## config.mk

```make
export PLATFORM = sky130hd
export DESIGN_NAME = midi_rx
export DESIGN_NICKNAME = d
export VERILOG_FILES = /design/src/rtl/midi_rx.sv
export SDC_FILE = /design/constraint.sdc
export NUM_CORES = 1
export LEC_CHECK = 0
export BUFFER_PORTS_ARGS = -buffer_cell sky130_fd_sc_hd__buf_2
export CAP_MARGIN = 20
export CORE_MARGIN = 3
export CORE_UTILIZATION = 34
export DETAILED_ROUTE_END_ITERATION = 8
export SETUP_SLACK_MARGIN = 0.4
export SYNTH_ARGS = -nofsm -noshare
export SYNTH_HDL_FRONTEND = slang
export SYNTH_SLANG_ARGS = --single-unit
```

## constraint.sdc

```tcl
create_clock -name clk -period 1.8 [get_ports clk]
set_input_delay 0.18 -clock clk [delete_from_list [all_inputs] [get_ports clk]]
set_output_delay 0.18 -clock clk [all_outputs]
set_load 0.01 [all_outputs]
```

## src/rtl/midi_rx.sv

```systemverilog
// midi_rx: serial MIDI receiver decoding Note On/Off for one channel into note/gate strobes
module midi_rx #(
    parameter int         CLK_HZ  = 50_000_000,
    parameter int         BAUD    = 31_250,
    parameter logic [3:0] CHANNEL = 4'd0,
    parameter logic       OMNI    = 1'b0
) (
    input  logic       clk,
    input  logic       rst_n,
    input  logic       midi_in,
    output logic [7:0] midi_data,
    output logic       midi_valid,
    output logic [7:0] amplitude,
    output logic       frame_err
);
    localparam int CPB = CLK_HZ / BAUD;
    localparam int CW = $clog2(CPB) + 1;
    localparam logic [CW-1:0] LAST = CW'(CPB - 1);
    localparam logic [CW-1:0] HALF_LAST = CW'(CPB / 2 - 1);

    typedef enum logic [1:0] {IDLE, START, DATA, STOP} state_t;

    state_t        state;
    logic [CW-1:0] cnt;
    logic [2:0]    bit_idx;
    logic [7:0]    shreg;
    logic          s1, s2, prev;
    logic          byte_valid, byte_bad;
    logic [7:0]    status;
    logic          dcnt;
    logic [6:0]    note;
    logic          is_note, len1, chan_ok, on;

    assign is_note = status[6:5] == 2'b00;
    assign len1    = status[6:5] == 2'b10;
    assign chan_ok = OMNI || status[3:0] == CHANNEL;
    assign on      = status[4] && shreg[6:0] != 7'd0;

    // two-flop synchronizer plus a delayed copy for falling-edge detection
    always_ff @(posedge clk or negedge rst_n) begin
        if (!rst_n) {s1, s2, prev} <= 3'b111;
        else        {s1, s2, prev} <= {midi_in, s1, s2};
    end

    // UART receive FSM: centre-sample start, 8 data bits LSB first, stop
    always_ff @(posedge clk or negedge rst_n) begin
        if (!rst_n) begin
            state      <= IDLE;
            cnt        <= '0;
            bit_idx    <= '0;
            shreg      <= '0;
            byte_valid <= 1'b0;
            byte_bad   <= 1'b0;
        end else begin
            byte_valid <= 1'b0;
            byte_bad   <= 1'b0;
            case (state)
                IDLE: if (prev && !s2) begin
                    state <= START;
                    cnt   <= '0;
                end
                START: if (cnt == HALF_LAST) begin
                    cnt     <= '0;
                    bit_idx <= '0;
                    state   <= s2 ? IDLE : DATA;
                end else cnt <= cnt + 1'b1;
                DATA: if (cnt == LAST) begin
                    cnt     <= '0;
                    shreg   <= {s2, shreg[7:1]};
                    bit_idx <= bit_idx + 1'b1;
                    if (bit_idx == 3'd7) state <= STOP;
                end else cnt <= cnt + 1'b1;
                STOP: if (cnt == LAST) begin
                    cnt        <= '0;
                    byte_valid <= s2;
                    byte_bad   <= !s2;
                    state      <= IDLE;
                end else cnt <= cnt + 1'b1;
            endcase
        end
    end

    // running-status parser emitting note on/off strobes for the selected channel
    always_ff @(posedge clk or negedge rst_n) begin
        if (!rst_n) begin
            status     <= '0;
            dcnt       <= 1'b0;
            note       <= '0;
            midi_data  <= '0;
            midi_valid <= 1'b0;
            amplitude  <= '0;
            frame_err  <= 1'b0;
        end else begin
            midi_valid <= 1'b0;
            frame_err  <= byte_bad;
            if (byte_valid) begin
                if (shreg[7:4] == 4'hF) begin
                    if (!shreg[3]) begin
                        status <= '0;
                        dcnt   <= 1'b0;
                    end
                end else if (shreg[7]) begin
                    status <= shreg;
                    dcnt   <= 1'b0;
                end else if (status[7] && !len1) begin
                    if (!dcnt) begin
                        note <= shreg[6:0];
                        dcnt <= 1'b1;
                    end else begin
                        dcnt <= 1'b0;
                        if (is_note && chan_ok) begin
                            midi_valid <= 1'b1;
                            midi_data  <= {on, note};
                            if (on) amplitude <= {shreg[6:0], shreg[6]};
                        end
                    end
                end
            end
        end
    end
endmodule

```

# Word-level counts from Yosys, hierarchy flattened
# Index checks and enable logic that the tools add are counted.
# op_classes
addsub	2
eq_ne	14
muxes	32
n_bitwise	3
reduce_logical	22
# ops
op	count
$mux 12	3
$pmux 12 s3	1
$mux 8	3
$mux 1	15
$add 12x1->12 const B	1
$eq 12x10->1 const B	1
$eq 12x11->1 const B	1
$mux 2	6
$ne 2x2->1 const B	6
$reduce_and 5->1	2
$reduce_and 3->1	3
$pmux 2 s4	1
$reduce_and 7->1	1
$reduce_bool 7->1	1
$eq 2x2->1 const B	3
$mux 3	2
$pmux 3 s2	1
$reduce_and 6->1	1
$eq 4x4->1 const B	1
$logic_and 1x1->1	4
$logic_not 2->1	2
$logic_not 4->1	1
$reduce_bool 2->1	2
$add 3x1->3 const B	1
7 further kinds	10
# word_totals
ff_bits	64
in_bits	3
out_inout_bits	18
elab_cells	89

# Logic depth before layout (Yosys ltp)
# depth
depth_word	8
mapped_depth	8
depth_no_buf	6

# Least setup slack after synthesis
# Ideal clock, no wire load.
# synth_path
path_type	register to register
from	reg cnt[0]
to	reg bit_idx[2]
setup_ps	122
t_arrival_ps	1874
required_ps	1678
slack_ps	-196
path_stages_with_launch	8
path_buffers	1
period_less_slack_ps	1996
path_cell_list	dfrtp_1 -> ha_1 -> and4_1 -> nand4_1 -> or3b_1 -> clkbuf_2 -> mux2_4 -> a32o_1
# synth_via
elab_chain_len	3
elab_cells_between_ends	5
cone_classes	4 x eq/ne; 1 x reduce/logical
# synth_rtl
item	line	source
from (decl)	24	logic [CW-1:0] cnt;
from (signal assigned)	66	end else cnt <= cnt + 1'b1;
from (signal assigned)	72	end else cnt <= cnt + 1'b1;
from (signal assigned)	78	end else cnt <= cnt + 1'b1;
$eq 12x11->1 or $eq 12x10->1 (tied branches)	67, 62	
$ne 2x2->1 (no source line)	-	
$reduce_and 3->1 (no source line) *	-	
to (signal assigned)	70	bit_idx <= bit_idx + 1'b1;
to (decl)	25	logic [2:0] bit_idx;
# Mark *: on every way between the ends. The rest lies on a longest branch, timed or not.
# A chain may end at the register's enable or synchronous reset.

# Worst setup path after layout
# layout_path
from	reg cnt[7]
to	reg bit_idx[2]
# Same word-level chain as after synthesis.

==> qor.txt <==
outcome - complete, but fails checks
failing checks - negative setup slack
wire length per cell - 15.4 um
initial core utilization - 0.363
# setup viols final - 11
P_sw - 0.858 mW
clock skew - 12.0 ps
DRT iter0 DRCs - 80
largest net degree at the start of global routing - 31
Hold/Removal Path Class - reg2reg
most frequent cells in the layout - dfrtp_1, buf_4, buf_2
top cell type by total area after synthesis - dfrtp_1
combinational power share - 0.159
via count - 2124
Finished Cell Area - 3850 um^2
P_int - 2.33 mW
reg-to-reg setup timing slack - -180 ps
Critical Path Fanout Max - 3
gr usage total - 0.156
number of antenna diodes - 0
R2R Path End - bit_idx[2]
gr ovfl total - 0
Max Cap Viol - 0
TritonCTS clock tree - yes
Detail Placement HPWL - 3860 um
post-synthesis sequential area ratio - 0.582
Cell Area, Placed - 3210 um^2
Yosys warnings - 0
Routed WL - 6330 um
WS Path Type - reg2reg
Synth Cell Area - 2720 um^2
initial antenna violation count - 0
die area - 9100 um^2
crit path capture - bit_idx[2]
sequential share of power - 0.491
Root Driver - clkbuf_8
Layout area overhead - 41.8%
H-tree depth - 3
Worst R2R Path Depth - 5
via/cell ratio - 5.17
clock buffer count from CTS - 9
input/output buffers - 20
Final Cycle Share - 1.10
area share of the largest cell type after synthesis - 0.553
Max VDD drop - 0.634 mV
placed cell count - 369
Slew @ Worst Pin - 570 ps
Crit. Startpoint - cnt[7]
Critical R2R Launch - cnt[7]
Util after Layout - 0.515
Final Max Tran Viols - 0
PD cells - 828 nW/um^2
drt pass-1 iters - 4
Final nets - 313
number of synthesized register bits - 63
share of cells above drive strength 1 - 0.481
setup ws final - -179 ps
Synth Instances - 229
WP data required - 2020 ps
Top FF cell, synth - dfrtp_1
number of global-route vias before repair - 2151
commonest non-fill, non-tap cell in the layout - dfrtp_1
count of cell types in the netlist - 44
Reg clk slew, reported paths - 70 ps
Synth area leaders - dfrtp_1, mux2_2, dfstp_2, a22o_1, nand2_1
global-route wire length before repair - 10700 um
# fillers - 616
mean post-synth cell area - 11.9 um^2
Multi-input gate area - 1360 um^2
maximum root-to-sink buffer count - 2
Slew headroom - 0.620
Final min period - 1980 ps
final-report hold violation count - 0
Die Wd - 95.4 um
core area - 7490 um^2
Sequential cell area - 1580 um^2
Clock power frac - 0.350
switching share of total power - 0.269
RSZ-0062 raised after global routing - yes
CP arrival - 2200 ps
RD Place Congestion - 0.795
Routed Antenna Nets - 0
Worst setup SP type - flip-flop
Syn Nets - 235
Post-synth ARST share - 1.00
DRC Markers - 0
Die Height - 95.4 um
CTS sink cnt - 63
Pwr Total - 3.19 mW
Critical Path End Type - flip-flop
Lkg Pwr - 1.87 nW
row count - 31
Setup WS pre-CTS - -169 ps
Clock Latency Late Sink - 340 ps
Post-synth EDFFs - 0
Setup TNS Final - -1130 ps
Finished Layout Cells - 411
max frequency - 505 MHz
Ports - 21
Hold WS - 358 ps
==> cells in the mapped netlist, drive strengths merged, types with 4 or more instances <==
cell	n
mux2	26
a31oi	10
a22o	9
nand4	4
dfrtp	60
nand2	17
nand3	10
o21ai	12
nand2b	5
clkbuf	5
nor2	8
buf	4
inv	8
nor3	6
a21oi	10
==> sequential cells by signal, indices dropped and copies added, names as in the netlist, 3 cells and up, named ones only <==
| name | count |
|---|---|
| amplitude | 7 |
| cnt | 12 |
| note | 7 |
| midi_data | 8 |
| bit_idx | 3 |
| status | 8 |
| shreg | 8 |
==> area by class of cell <==
type	count	area share
flip-flops and latches	63	0.411
multi-input cells	152	0.353
repair buffers	73	0.148
clock buffers	11	0.0393
well taps	99	0.0322
clock inverters	5	0.00844
inverters	8	0.00779
==> what timing repair did <==
| item | CTS | global route |
|---|---|---|
| resized for setup | 39 | 17 |
| pin swaps | 18 | 13 |
| buffers inserted | 11 | 9 |
| hold endpoints to repair | 18 | 0 |
| endpoints found under the setup margin | 48 | 53 |
| hold buffers | 2 | 0 |
| gates cloned | 4 | 0 |
==> metal layers <==
layer / vias up / track usage / routed length (um)
li1: 1000 / - / -
met1: 1073 / 0.203 / 3020
met2: 40 / 0.247 / 2980
met3: 11 / 0.0481 / 190
met4: 0 / 0.0545 / 136
met5: - / 0 / 0
==> worst min-delay path by stage <==
stage | from | to | slack [ps] | cells after the start
after detailed placement | rst_n | shreg[0] | 210 | 1
final | byte_bad | frame_err | 360 | 0
after global routing | s1 | s2 | 360 | 0
after CTS | s1 | s2 | 360 | 0
after global placement | rst_n | shreg[0] | 200 | 1
after floorplan | rst_n | async pin | -120 | 0
==> power groups by stage <==
stage / Combinational, mW / Clock, mW / Sequential, mW
floorplan: 0.182 / 0 / 1.63
global placement: 0.444 / 0 / 1.58
detailed placement: 0.458 / 0 / 1.59
CTS: 0.468 / 1.15 / 1.57
global route: 0.576 / 1.23 / 1.58
finish: 0.508 / 1.12 / 1.56
==> kinds of logic (layout without fill, tap and decap cells) <==
kind of cell    after synthesis  after routing  share of synthesized area
mux                          28             28                      0.117
simple gates                 67             67                      0.134
flops                        63             63                      0.582
fa+ha+maj                     3              3                     0.0138
compound gates               49             52                      0.120
buf+inv                      17             97                     0.0276
xor+xnor                      2              2                    0.00645
==> critical path, cell delays in order (launching register included) <==
cell     delay [ps]
dfrtp_1         410
nor4b_2         340
nand4_1         180
or3b_4          420
mux2_4          300
a32o_1          210
(Power assumes the default switching activity.)
